--- config.mk ---
export PLATFORM = sky130hd
export DESIGN_NAME = iob_plic_claim_ctrl
export DESIGN_NICKNAME = d
export VERILOG_FILES = /design/src/rtl/iob_plic_claim_ctrl.sv
export SDC_FILE = /design/constraint.sdc
export NUM_CORES = 1
export LEC_CHECK = 0
export ABC_AREA = 1
export BUFFER_PORTS_ARGS = -buffer_cell sky130_fd_sc_hd__buf_2
export CAP_MARGIN = 15
export CORE_MARGIN = 8
export CORE_UTILIZATION = 45
export CTS_CLUSTER_SIZE = 20
export DETAILED_ROUTE_END_ITERATION = 16
export GPL_TIMING_DRIVEN = 0
export PLACE_DENSITY_LB_ADDON = 0.2
export RECOVER_POWER = 100
export SLEW_MARGIN = 5
export SYNTH_ARGS = -nofsm -noshare
export SYNTH_HDL_FRONTEND = slang
export SYNTH_SLANG_ARGS = --single-unit
--- constraint.sdc ---
create_clock -name clk_i -period 3.69 [get_ports clk_i]
set_clock_uncertainty 0.1 [all_clocks]
set_input_delay 0.369 -clock clk_i [delete_from_list [all_inputs] [get_ports clk_i]]
set_output_delay 0.369 -clock clk_i [all_outputs]
set_load 0.02 [all_outputs]
--- src/rtl/iob_plic_claim_ctrl.sv ---
// -----------------------------------------------------------------------------
// iob_plic_claim_ctrl
//   Claims an interrupt from a PLIC target over an IOb manager port, hands the
//   claimed ID to a handler, waits for the handler to finish, then writes the
//   ID back to the claim/complete register.
//
//   Optional feature: define IOB_PLIC_CLAIM_CTRL_TIMEOUT_EN to add a service
//   timeout. After TIMEOUT SERVICE cycles without done_i, timeout_o pulses and
//   the ID is completed automatically. Without the macro, timeout_o is tied to
//   0 and SERVICE waits indefinitely.
//
// Ports
//   clk_i, arst_i                 clock, asynchronous active-high reset
//   en_i                          allows a new claim to start from IDLE
//   irq_i                         PLIC interrupt request for this target
//   iob_avalid_o/addr/wdata/wstrb IOb manager request (read when wstrb == 0)
//   iob_ready_i/rvalid_i/rdata_i  IOb manager response
//   id_o, id_valid_o, id_ready_i  claimed-ID handoff to the handler
//   done_i                        handler finished servicing id_o
//   spurious_o                    one-cycle pulse when a claim returns ID 0
//   served_cnt_o                  completed-interrupt count (wraps)
//   busy_o                        sequencer not IDLE
//   timeout_o                     one-cycle pulse on service timeout
// -----------------------------------------------------------------------------
module iob_plic_claim_ctrl #(
  parameter int          ADDR_W     = 16,
  parameter int          DATA_W     = 32,
  parameter int          ID_W       = 6,
  parameter int unsigned CLAIM_ADDR = 0,
  parameter int unsigned TIMEOUT    = 1024
) (
  input  logic              clk_i,
  input  logic              arst_i,
  input  logic              en_i,
  input  logic              irq_i,
  output logic              iob_avalid_o,
  output logic [ADDR_W-1:0] iob_addr_o,
  output logic [DATA_W-1:0] iob_wdata_o,
  output logic [DATA_W/8-1:0] iob_wstrb_o,
  input  logic              iob_ready_i,
  input  logic              iob_rvalid_i,
  input  logic [DATA_W-1:0] iob_rdata_i,
  output logic [ID_W-1:0]   id_o,
  output logic              id_valid_o,
  input  logic              id_ready_i,
  input  logic              done_i,
  output logic              spurious_o,
  output logic [15:0]       served_cnt_o,
  output logic              busy_o,
  output logic              timeout_o
);

  typedef enum logic [2:0] {
    IDLE,
    CLAIM_REQ,
    CLAIM_WAIT,
    PRESENT,
    SERVICE,
    COMPLETE
  } state_t;

  state_t          state_q, state_d;
  logic [ID_W-1:0] id_q;
  logic [15:0]     served_cnt_q;
  logic            spurious_q;
  logic            rsp_zero;
  logic            tmo_hit;
  logic            rdata_unused;

  assign rsp_zero     = (iob_rdata_i[ID_W-1:0] == '0);
  // Only the low ID_W bits of the claim response carry the ID.
  assign rdata_unused = ^iob_rdata_i;

`ifdef IOB_PLIC_CLAIM_CTRL_TIMEOUT_EN
  localparam int CNT_W = $clog2(TIMEOUT + 1);

  logic [CNT_W-1:0] tmo_cnt_q;
  logic             timeout_q;

  // Held at zero outside SERVICE, so it is clear on every SERVICE entry.
  assign tmo_hit = (state_q == SERVICE) && !done_i &&
                   (tmo_cnt_q == CNT_W'(TIMEOUT - 1));

  always_ff @(posedge clk_i or posedge arst_i) begin
    if (arst_i) begin
      tmo_cnt_q <= '0;
      timeout_q <= 1'b0;
    end else begin
      timeout_q <= tmo_hit;
      if (state_q != SERVICE) tmo_cnt_q <= '0;
      else                    tmo_cnt_q <= tmo_cnt_q + 1'b1;
    end
  end

  assign timeout_o = timeout_q;
`else
  localparam int unsigned TIMEOUT_UNUSED = TIMEOUT;

  assign tmo_hit   = 1'b0;
  assign timeout_o = 1'b0;
`endif

  always_ff @(posedge clk_i or posedge arst_i) begin
    if (arst_i) begin
      state_q      <= IDLE;
      id_q         <= '0;
      served_cnt_q <= '0;
      spurious_q   <= 1'b0;
    end else begin
      state_q    <= state_d;
      spurious_q <= (state_q == CLAIM_WAIT) && iob_rvalid_i && rsp_zero;
      // rvalid is only looked at in CLAIM_WAIT, which ignores any response
      // coinciding with the accepted request cycle.
      if ((state_q == CLAIM_WAIT) && iob_rvalid_i)
        id_q <= iob_rdata_i[ID_W-1:0];
      if ((state_q == COMPLETE) && iob_ready_i)
        served_cnt_q <= served_cnt_q + 1'b1;
    end
  end

  always_comb begin
    state_d = state_q;
    case (state_q)
      IDLE:       if (irq_i && en_i)      state_d = CLAIM_REQ;
      CLAIM_REQ:  if (iob_ready_i)        state_d = CLAIM_WAIT;
      CLAIM_WAIT: if (iob_rvalid_i)       state_d = rsp_zero ? IDLE : PRESENT;
      PRESENT:    if (id_ready_i)         state_d = SERVICE;
      SERVICE:    if (done_i || tmo_hit)  state_d = COMPLETE;
      COMPLETE:   if (iob_ready_i)        state_d = IDLE;
      default:                            state_d = IDLE;
    endcase
  end

  always_comb begin
    iob_avalid_o = 1'b0;
    iob_addr_o   = '0;
    iob_wdata_o  = '0;
    iob_wstrb_o  = '0;
    case (state_q)
      CLAIM_REQ: begin
        iob_avalid_o = 1'b1;
        iob_addr_o   = ADDR_W'(CLAIM_ADDR);
      end
      COMPLETE: begin
        iob_avalid_o = 1'b1;
        iob_addr_o   = ADDR_W'(CLAIM_ADDR);
        iob_wdata_o  = DATA_W'(id_q);
        iob_wstrb_o  = '1;
      end
      default: ;
    endcase
  end

  assign id_o         = id_q;
  assign id_valid_o   = (state_q == PRESENT);
  assign busy_o       = (state_q != IDLE);
  assign spurious_o   = spurious_q;
  assign served_cnt_o = served_cnt_q;

endmodule

==> results.toml <==
[run_status]
status = "completed"

[floorplan]
io_pins = 119
row_count = 23
start_util_pct = 45.9
dieArea_sq_um = 6270
die_x_um = 79.2
die_y_um = 79.2
core_sq_um = 3910

[layout]
fillCellCount = 415
drive_gt1_share_pct = 19.5
fin_area_sq_um = 2210
num_antenna_cells = 0
area_growth_pct = 23.1
nets = 376

[clock_tree]
post_cts_buffers = 0
clock_latency_ps = 270
clk_pin_slew_ps = 90
cts_resized = 0
cts_num_sinks = 26
ctsHoldBuffers = 0
cts_tree = "built"
cts_buffers = 3
cts.path.max_buffers = 2
cts_max_level = 1
cts_root_buf = "clkbuf_8"

[sta]
tns_ps = 0
hold_violations = 0
maxSlewViolCount = 0
worst_pin_slew_ps = 975
rsz0062_at_grt = "no"
slew_headroom_pct = 34.9
finalCriticalPeriod_ps = 2160
holdWs_ps = 215
period_share_pct = 58.5
setup_violations = 0
timing.fmax_ghz = 0.463
worst_slack_ps = 1530

[synth]
yosysWarningCount = 0
synthCells = 239
synth_seq_cells = 26
ys_types = 21
synth.cell_area_sq_um = 1800
avgSynthCellArea_sq_um = 7.52
yosysSeqAreaShare_pct = 36.2

[global_routing]
met1_usage_pct = 14.3
grt-ovfl-total = 0
grt_use_total_pct = 12.8
antenna_found_initial = 0
met3_usage_pct = 3.95
use_met2_pct = 22.3
grt_pass1_vias = 1527
grt_max_degree = 27
grt_pass1_wl_mm = 6.72
grt_busiest_layer = "met2"

[flow_run]
maxCapViolations = 0

[drt]
vias = 1543
ant_nets = 0
wl_mm = 3.91
first_iter_violations = 53
vias_per_cell = 4.02
drc = 0
dr.pass1.iters = 4
routedWlPerCell_um = 10.2

[placed_design]
gp_congestion = 0.837
portBuffers = 49
placed_cell_area_sq_um = 2260
dpl_worst_slack_ps = 2090
place_hpwl_mm = 3.25

[setup_path]
worstPathArrival_ps = 1690
worstPathRequired_ps = 3220
cp_slowest_stage_delay_ps = 330
cp_cell_sequence = "clkbuf_1 -> nand3_1 -> inv_1 -> buf_4 -> clkbuf_1"
end_kind = "output pin"
setup.worst_path.start_class = "flip-flop"
crit_type = "reg2out"
worst-path-max-fanout = 8
crit_top_cell = "clkbuf_1"
crit_slowest_cell = "dfrtp_1"

[pwr]
switching_power_mw = 0.442
combinationalPowerShare_pct = 44.8
pwr-share-clk_pct = 17.9
swShare_pct = 43.4
power.leakage_nw = 1.26
ir_drop_mv = 0.229
power-per-cell-area_nw_per_um2 = 460
p_seq_share_pct = 37.3
intPower_mw = 0.576

[worst_hold_path]
hp-class = "in2async"
[cell usage after synthesis]
cell	instances	area, sq um
nand2_1	56	210
buf_4	47	353
nor2_1	34	128
inv_1	27	101
dfrtp_1	26	651
nand3_1	11	55.1
a21oi_1	6	30.0
xnor2_1	6	52.6
nand4_1	4	25.0
nor2_2	4	25.0
xor2_1	4	35.0
nand3b_1	3	22.5
nand2_2	2	12.5
nor2_4	2	22.5
buf_2	1	5.00
conb_1	1	3.75
ha_1	1	12.5
nand3_4	1	17.5
nand4_4	1	21.3
nor3_2	1	10.0
o21ai_0	1	5.00
[worst paths after layout]
check / startpoint / depth (start not counted) / endpoint / slack [ps]
hold / removal: arst_i / 2 / served_cnt_o[3] / 220
hold reg to reg: served_cnt_o[6] / 1 / served_cnt_o[6] / 430
setup reg to reg: state_q[0] / 8 / served_cnt_o[11] / 1690
max in group asynchronous: arst_i / 2 / served_cnt_o[12] / 2680
setup / recovery: state_q[0] / 5 / iob_wstrb_o[2] / 1530
min in group clk_i: iob_rdata_i[4] / 3 / id_o[4] / 270
[stage by stage]
stage | cells | utilization (%) | power (mW)
after floorplan | 281 | - | 0.764
after global placement | 380 | 57.8 | 0.882
after detailed placement | 380 | 57.8 | 0.893
after CTS | 384 | 59.2 | 1.07
after global routing | 384 | 56.6 | 1.10
final | 384 | 56.6 | 1.02
[cell usage in the layout (no fill, tap or decap)]
cell type  synthesis  final
nand2_1           56     57
buf_4             47     46
conb_1             1     43
nor2_1            34     40
clkbuf_1           0     38
inv_1             27     27
dfrtp_1           26     26
buf_2              1     13
nand3_1           11     12
xnor2_1            6      6
a21oi_1            6      6
nand4_1            4      5
xor2_1             4      4
clkbuf_8           0      4
nand3b_1           3      3
nand2_2            2      1
nor3_2             1      1
o21ai_0            1      1
ha_1               1      1
[power groups by stage]
stage / clock network (mW) / logic (mW) / registers, mW
final: 0.182 / 0.457 / 0.380
after global routing: 0.203 / 0.513 / 0.388
after global placement: 0 / 0.496 / 0.386
after CTS: 0.187 / 0.505 / 0.383
after floorplan: 0 / 0.327 / 0.438
after detailed placement: 0 / 0.504 / 0.389
[state kept, by name, indices dropped and copies added (netlist names)]
signal,count
spurious_o,1
id_o,6
state_q,3
served_cnt_o,16
[worst max-delay path: cells and delay by family (launching register included)]
family        cells  cell delay (ps)
buf+inv           4              780
flops             1              330
simple gates      1              320
[cell type report]
| cell class | count | area [sq um] | share of cell area, % |
|---|---|---|---|
| multi-input cells | 180 | 791 | 35.7 |
| flip-flops and latches | 26 | 651 | 29.4 |
| plain buffers | 48 | 353 | 15.9 |
| repair buffers | 49 | 200 | 9.04 |
| inverters | 27 | 101 | 4.58 |
| well taps | 50 | 62.6 | 2.83 |
| clock buffers | 4 | 55.1 | 2.49 |
[routing by layer]
layer	up-vias	share of wire, %
met3	2	8.5
met2	52	49
met4	0	0.87
met5	-	0
met1	664	42
li1	825	-
[kinds of logic (layout without fill, tap and decap cells)]
family,after synthesis,in the layout,share of synthesized area (%)
flops,26,26,36.2
buf+inv,75,128,25.5
compound gates,7,7,1.95
other cells,1,43,0.209
xor+xnor,10,10,4.87
simple gates,119,119,30.5
fa+ha+maj,1,1,0.696
(Power assumes the default switching activity.)
